--- src/rtl/riscv_pkg.sv ---
// Shared encodings for the writeback stage: load funct3 codes, result-select
// codes and the writeback FSM state type.
package riscv_pkg;

    localparam logic [2:0] F3Lb  = 3'b000;
    localparam logic [2:0] F3Lh  = 3'b001;
    localparam logic [2:0] F3Lw  = 3'b010;
    localparam logic [2:0] F3Lbu = 3'b100;
    localparam logic [2:0] F3Lhu = 3'b101;

    localparam logic [1:0] WbSelAlu  = 2'b00;
    localparam logic [1:0] WbSelLoad = 2'b01;
    localparam logic [1:0] WbSelPc4  = 2'b10;
    localparam logic [1:0] WbSelRsvd = 2'b11;

    typedef enum logic [1:0] {
        StEmpty    = 2'd0,
        StWaitData = 2'd1,
        StCommit   = 2'd2
    } wb_state_e;

    function automatic logic [31:0] sext8(input logic [7:0] b);
        return {{24{b[7]}}, b};
    endfunction

    function automatic logic [31:0] sext16(input logic [15:0] h);
        return {{16{h[15]}}, h};
    endfunction

endpackage

--- src/rtl/load_align.sv ---
// Combinational load formatter: selects the addressed byte/halfword/word from
// the returned memory word and sign- or zero-extends it according to funct3.
module load_align
    import riscv_pkg::*;
(
    input  logic [2:0]  i_funct3,
    input  logic [1:0]  i_addr_lo,
    input  logic [31:0] i_word,
    output logic [31:0] o_result
);

    logic [7:0]  w_byte;
    logic [15:0] w_half;

    always_comb begin
        w_byte = 8'h00;
        case (i_addr_lo)
            2'd0:    w_byte = i_word[7:0];
            2'd1:    w_byte = i_word[15:8];
            2'd2:    w_byte = i_word[23:16];
            default: w_byte = i_word[31:24];
        endcase
        w_half = i_addr_lo[1] ? i_word[31:16] : i_word[15:0];
    end

    always_comb begin
        o_result = 32'h0;
        case (i_funct3)
            F3Lb:    o_result = sext8(w_byte);
            F3Lh:    o_result = sext16(w_half);
            F3Lw:    o_result = i_word;
            F3Lbu:   o_result = {24'h0, w_byte};
            F3Lhu:   o_result = {16'h0, w_half};
            default: o_result = 32'h0;
        endcase
    end

endmodule

--- src/rtl/wb_stage.sv ---
// Pipeline writeback stage: latches MEM results, waits for load data when
// needed, then commits one register-file write with a matching bypass.
module wb_stage
    import riscv_pkg::*;
#(
    parameter int unsigned CNT_WIDTH = 32
) (
    input  logic                 clk,
    input  logic                 rst,
    input  logic                 in_valid,
    output logic                 in_ready,
    input  logic [4:0]           in_rd,
    input  logic                 in_reg_write,
    input  logic [1:0]           in_wb_sel,
    input  logic [2:0]           in_funct3,
    input  logic [1:0]           in_addr_lo,
    input  logic [31:0]          in_alu_result,
    input  logic [31:0]          in_pc_plus4,
    input  logic                 dmem_rvalid,
    input  logic [31:0]          dmem_rdata,
    output logic                 rf_wen,
    output logic [4:0]           rf_waddr,
    output logic [31:0]          rf_wdata,
    output logic                 fwd_valid,
    output logic [4:0]           fwd_rd,
    output logic [31:0]          fwd_data,
    output logic                 busy_load,
    output logic [CNT_WIDTH-1:0] retire_cnt
);

    wb_state_e r_state;
    wb_state_e w_state_next;

    logic [4:0]           r_rd;
    logic                 r_reg_write;
    logic [1:0]           r_wb_sel;
    logic [2:0]           r_funct3;
    logic [1:0]           r_addr_lo;
    logic [31:0]          r_alu_result;
    logic [31:0]          r_pc_plus4;
    logic [31:0]          r_load_data;
    logic [CNT_WIDTH-1:0] r_retire_cnt;

    logic        w_accept;
    logic        w_load_capture;
    logic [31:0] w_aligned;
    logic [31:0] w_result;

    assign in_ready       = (r_state != StWaitData);
    assign w_accept       = in_valid & in_ready;
    assign w_load_capture = (r_state == StWaitData) & dmem_rvalid;

    load_align u_load_align (
        .i_funct3  (r_funct3),
        .i_addr_lo (r_addr_lo),
        .i_word    (dmem_rdata),
        .o_result  (w_aligned)
    );

    always_comb begin
        w_state_next = r_state;
        case (r_state)
            StEmpty: begin
                if (w_accept) begin
                    w_state_next = (in_wb_sel == WbSelLoad) ? StWaitData : StCommit;
                end
            end
            StWaitData: begin
                if (dmem_rvalid) begin
                    w_state_next = StCommit;
                end
            end
            StCommit: begin
                // A same-cycle accept keeps non-load throughput at one per cycle.
                if (w_accept) begin
                    w_state_next = (in_wb_sel == WbSelLoad) ? StWaitData : StCommit;
                end else begin
                    w_state_next = StEmpty;
                end
            end
            default: w_state_next = StEmpty;
        endcase
    end

    always_ff @(posedge clk or negedge rst) begin
        if (!rst) begin
            r_state <= StEmpty;
        end else begin
            r_state <= w_state_next;
        end
    end

    always_ff @(posedge clk or negedge rst) begin
        if (!rst) begin
            r_rd         <= 5'd0;
            r_reg_write  <= 1'b0;
            r_wb_sel     <= 2'b00;
            r_funct3     <= 3'b000;
            r_addr_lo    <= 2'b00;
            r_alu_result <= 32'h0;
            r_pc_plus4   <= 32'h0;
        end else if (w_accept) begin
            r_rd         <= in_rd;
            r_reg_write  <= in_reg_write;
            r_wb_sel     <= in_wb_sel;
            r_funct3     <= in_funct3;
            r_addr_lo    <= in_addr_lo;
            r_alu_result <= in_alu_result;
            r_pc_plus4   <= in_pc_plus4;
        end
    end

    always_ff @(posedge clk or negedge rst) begin
        if (!rst) begin
            r_load_data <= 32'h0;
        end else if (w_load_capture) begin
            r_load_data <= w_aligned;
        end
    end

    always_ff @(posedge clk or negedge rst) begin
        if (!rst) begin
            r_retire_cnt <= '0;
        end else if (r_state == StCommit) begin
            r_retire_cnt <= r_retire_cnt + CNT_WIDTH'(1);
        end
    end

    // Result mux sees only latched fields, so no in_* path reaches the write port.
    always_comb begin
        w_result = 32'h0;
        case (r_wb_sel)
            WbSelAlu:  w_result = r_alu_result;
            WbSelLoad: w_result = r_load_data;
            WbSelPc4:  w_result = r_pc_plus4;
            WbSelRsvd: w_result = 32'h0;
            default:   w_result = 32'h0;
        endcase
    end

    assign rf_wen     = (r_state == StCommit) & r_reg_write & (r_rd != 5'd0);
    assign rf_waddr   = r_rd;
    assign rf_wdata   = w_result;
    assign fwd_valid  = rf_wen;
    assign fwd_rd     = r_rd;
    assign fwd_data   = w_result;
    assign busy_load  = (r_state == StWaitData);
    assign retire_cnt = r_retire_cnt;

endmodule

--- config.mk ---
export PLATFORM = sky130hd
export DESIGN_NAME = wb_stage
export DESIGN_NICKNAME = d
export VERILOG_FILES = /design/src/rtl/riscv_pkg.sv /design/src/rtl/load_align.sv /design/src/rtl/wb_stage.sv
export SDC_FILE = /design/constraint.sdc
export NUM_CORES = 1
export LEC_CHECK = 0
export CAP_MARGIN = 20
export CELL_PAD_IN_SITES_DETAIL_PLACEMENT = 1
export CELL_PAD_IN_SITES_GLOBAL_PLACEMENT = 1
export CORE_UTILIZATION = 33
export DETAILED_ROUTE_END_ITERATION = 7
export PLACE_DENSITY = 0.85
export SLEW_MARGIN = 20
export SYNTH_ARGS = -nofsm -noshare
export SYNTH_HDL_FRONTEND = slang
export SYNTH_SLANG_ARGS = --single-unit
export TNS_END_PERCENT = 5
--- constraint.sdc ---
create_clock -name clk -period 2 [get_ports clk]
set_input_delay 0.3 -clock clk [delete_from_list [all_inputs] [get_ports clk]]
set_output_delay 0.3 -clock clk [all_outputs]
set_load 0.05 [all_outputs]
### Word level (Yosys, flattened, before mapping)

Cells that the tools add are included.

| word-level totals | value |
|---|---|
| bits in registers | 143 |
| input bits | 113 |
| output and inout bits | 110 |
| word-level logic and storage cells | 45 |

| operators by class | value |
|---|---|
| $add $sub $neg | 1 |
| eq/ne operators | 15 |
| muxes and demuxes | 9 |
| bitwise operators | 4 |
| reductions and logical operators | 6 |

Operator list:

| cell | number |
|---|---|
| one-hot mux 32 bit (5 select lines) | 1 |
| one-hot mux 32 bit (4 select lines) | 1 |
| adder 32 x 1 -> 32 bit (second input constant) | 1 |
| one-hot mux 8 bit (3 select lines) | 1 |
| two-way mux 16 bit | 1 |
| == test 2 x 1 -> 1 bit (second input constant) | 4 |
| == test 2 bit (second input constant) | 4 |
| two-way mux 2 bit | 4 |
| == test 3 bit (second input constant) | 2 |
| zero test 2 bit | 3 |
| one-hot mux 2 bit (3 select lines) | 1 |
| nonzero test 5 bit | 1 |
| bitwise AND 1 bit | 4 |
| != test 2 bit (second input constant) | 2 |
| == test 3 x 1 -> 1 bit (second input constant) | 1 |
| == test 3 x 2 -> 1 bit (second input constant) | 1 |
| zero test 3 bit | 1 |
| != test 2 x 1 -> 1 bit (second input constant) | 1 |
| AND reduction 2 bit | 1 |

### Longest topological paths before layout

| logic depth | value |
|---|---|
| depth after elaboration | 4 |
| gate-level depth with buffers | 7 |
| mapped depth without buffers | 5 |

### Hierarchy

A second synthesis with hierarchy kept.

| second synthesis, totals | value |
|---|---|
| cells, all modules | 648 |
| area, all modules | 7607.3 µm² |

Modules (own cells, without submodules):

| module | instances | cells each | area an instance (µm²) | sequential area each (µm²) |
|---|---|---|---|---|
| wb_stage | 1 | 515 | 6562.5 | 3578.4 |
| load_align | 1 | 133 | 1044.8 | 0.0 |

### Worst setup path before layout

Ideal clock, no wire load.

| timing path | value |
|---|---|
| kind | reg-to-output |
| from | reg r_wb_sel[1] |
| to | out rf_wdata[0] |
| arrival | 2.705 ns |
| required time | 1.700 ns |
| setup slack | -1.005 ns |
| stages on the path, launching flop included | 6 |
| path buffers | 3 |
| cells stage by stage | dfrtp_1 > clkbuf_1 > buf_1 > mux2i_1 > o21ai_0 > buf_4 |

| on the way | value |
|---|---|
| longest elaborated chain between the ends | 2 |
| elaborated cells on any way between the ends | 5 |
| classes of those cells | eq/ne (3); mux (1); reduce/logical (1) |

Ends and longest elaborated chain:

| element | line | RTL |
|---|---|---|
| start: declaration | wb_stage.sv:36 | `logic [1:0] r_wb_sel;` |
| start signal: assignment | wb_stage.sv:105 | `r_wb_sel <= in_wb_sel;` |
| == test 2 bit (tied with other cells) | wb_stage.sv:132 | `case (r_wb_sel)` |
| one-hot mux 32 bit (4 select lines) (*) | wb_stage.sv:132 |  |
| end: declaration | wb_stage.sv:23 | `output logic [31:0] rf_wdata,` |

Every way passes the cells marked *; elsewhere a longest branch is shown, timed or not.

### Final worst setup path

| timing path | value |
|---|---|
| from | reg r_wb_sel[1] |
| to | out rf_wdata[8] |

Same word-level chain as after synthesis.

==> results.txt <==
Outcome: finished, violations left
Violated checks: negative setup slack
Drt wl/cell: 22.05 um
Ys async rst share: 100.0%
Routed Antenna Nets: 0
Placement Setup Slack: -0.1845 ns
Starting density of the core: 34.15%
CTS tree: yes
Fmax: 490.1 MHz
Total global-route track usage: 22.44%
Grt peak-use layer: met2
Worst-margin pin slew: 0.7914 ns
Prevailing post-synth register cell: dfrtp_1
Synth Register Bits: 143
Max IR drop VDD: 0.9488 mV
Share of the synthesized area in the top cell type: 51.14%
Synth cell count leaders: dfrtp_1, mux2_2, nand2_1
Fillers: 2006
Post-synth EDFFs: 0
RSZ-0062 raised after global routing: yes
Fin. max-slew vios: 0
Worst path slowest cell: dfrtp_2
Sinks on Clock Net: 143
Die W: 147.6 um
Buffers on Ports: 222
Worst Path Max Fanout: 13
Nets: 905
Die area: 21790 um2
Design Area, Final: 11140 um2
Mapped cell area: 6998 um2
GP Congestion: 0.7999
First-pass GRT wire length: 37180 um
Critical path type: flip-flop to output pin
Ports: 223
Routed vias/inst: 5.295
Clock Path Buffers: 2
H-Tree Level Count: 4
CP Capture Type: output pin
Relative slew margins: 47.24%
Number of hold violations in the final report: 0
Core Area: 20490 um2
Register area: 3581 um2
Top post-synthesis cells by area: dfrtp_1, mux2_2, mux2i_1, buf_4, o21ai_0
Cell accounting for the most synthesized area: dfrtp_1
Critical Path Source Type: flip-flop
Worst hold-check path type: primary input to async pin
Max_cap viols: 0
WP data required: 1.70 ns
Most frequent cell after synthesis: dfrtp_1
Die Ht: 147.6 um
Initial antenna violation count: 3
Met3 Use GR: 4.352%
CP max stage delay: 0.44 ns
Share of layout cells above drive strength 1: 35.70%
GR met1 Demand/Resource: 25.17%
P per Cell Area: 1030 nW/um2
WP data arrival: 1.74 ns
Worst Path Buf+Inv: 2
Post-DP HPWL: 17430 um
Row Count: 52
Syn nets: 697
Synth warn: 0
Placed cell areas: 10400 um2
Total power: 11480 uW
M2 GR Usage: 41.30%
Syn-to-layout area delta: 59.18%
Sequential area share after synthesis: 51.14%
Static leakage: 0.004841 uW
Routed vias: 5703
Drt total wl: 23750 um
Latest clock arrival within the worst-skew pair: 0.42 ns
Cell variety after synth: 41
Crit-path leading delay family: flip-flops
Period utilisation layout: 102.0%
Clock Skew: 0.01056 ns
Vias in the first global route: 6505
Root Driver: clkbuf_16
Clk slew on worst S/H paths: 0.06 ns
DRC viols: 0
CTS Buf Count: 17
Crit path time final: 2.041 ns
Largest net degree at the start of global routing: 42
Final setup fails: 30
Syn Inst Count: 583
Cell Chain, Critical Path: buf_6 -> mux2i_1 -> o21ai_4 -> buf_12
Final worst slack: -0.04053 ns
First-pass DRT Iterations: 4
Area used by multi-input combinational logic: 3333 um2
GRT Residual Overflow: 0
Initial DRC count: 240
Average size of a mapped cell: 12.00 um2
[power by group]
part,switching [uW],leakage [uW],internal [uW]
Clock,1310,0.000264,1730
Combinational,2570,0.00279,2150
Sequential,371,0.00179,3340
[cells by family after synthesis]
group                      Yosys count  synth area share [%]
adders and majority gates            1                0.1788
AOI/OAI and AO/OA                   93                 9.745
and+or+nand+nor                    119                 8.386
xor gates and xnor gates            31                 3.880
DFF                                143                 51.14
buffers and inverters               76                 6.401
muxes                              120                 20.28
[layer usage]
layer | share of wire (%) | routed length [um]
met1 | 38 | 8913
met5 | 0 | 0
met4 | 3.1 | 735
met3 | 4.9 | 1154
met2 | 55 | 12950
[state kept, by name, summed over array words and instances (netlist names)]
name,count
r_alu_result,32
r_wb_sel,2
r_addr_lo,2
fwd_rd,5
r_reg_write,1
r_state,2
r_load_data,32
retire_cnt,32
r_funct3,3
r_pc_plus4,32
[through the flow]
stage | cells | TNS [ns] | util (%) | hold slack [ns]
6_report | 1077 | -0.5134 | 54.35 | 0.3627
5_1_grt | 1077 | -4.192 | 54.35 | 0.4038
4_1_cts | 1074 | -1.118 | 53.91 | 0.3750
2_1_floorplan | 583 | -2.638 | - | 0.004409
3_3_place_gp | 1039 | -1.451 | 50.76 | 0.2434
3_5_place_dp | 1039 | -2.930 | 50.76 | 0.2470
[area by class of cell]
cell class,instances,area share (%)
sequential,143,32.15
multi-input combinational,364,29.92
timing repair buffer,264,29.70
clock buffer,18,3.853
tap,270,3.033
clock inverter,14,1.213
inverter,1,0.06739
antenna,3,0.06739
[worst paths after layout]
| kind | startpoint | end | slack, ns | depth (start not counted) |
|---|---|---|---|---|
| setup / recovery | r_wb_sel[1] | rf_wdata[8] | -0.04 | 4 |
| hold / removal | rst | r_pc_plus4[18] | 0.36 | 2 |
| min in group clk | in_rd[3] | fwd_rd[3] | 0.49 | 2 |
| setup reg to reg | r_funct3[2] | r_load_data[21] | 0.09 | 4 |
| hold reg to reg | r_load_data[2] | r_load_data[2] | 0.50 | 2 |
| max in group asynchronous | rst | r_pc_plus4[26] | 0.97 | 3 |
[cell usage in the layout (no fill, tap or decap), drive strengths merged, types with 2 or more instances in the layout]
cell type,instances
dlymetal6s2s,14
clkdlybuf4s50,128
mux2i,33
clkinvlp,5
buf,110
nand2b,3
nor3,2
xnor2,26
clkbuf,18
mux2,79
and4,6
diode,3
and3,6
dfrtp,143
o21ai,49
a21o,2
o311a,7
nor4,2
mux4,8
nand4,7
and3b,2
a221o,16
nor2,6
and2,3
clkinv,5
dlygate4sd2,11
nand2,59
a221oi,13
nand3,16
inv,4
a222oi,2
xor2,5
nor2b,3
[timing repair]
action                                  4_1_cts  5_1_grt
cloned                                        0        0
buffers inserted                              2        0
endpoints found under the hold margin        36        0
pin swaps                                     3        0
gates resized for setup                      24       24
endpoints found under the setup margin       75       81
hold buffers                                  1        0
No activity file was read; power rests on OpenSTA's default activity.
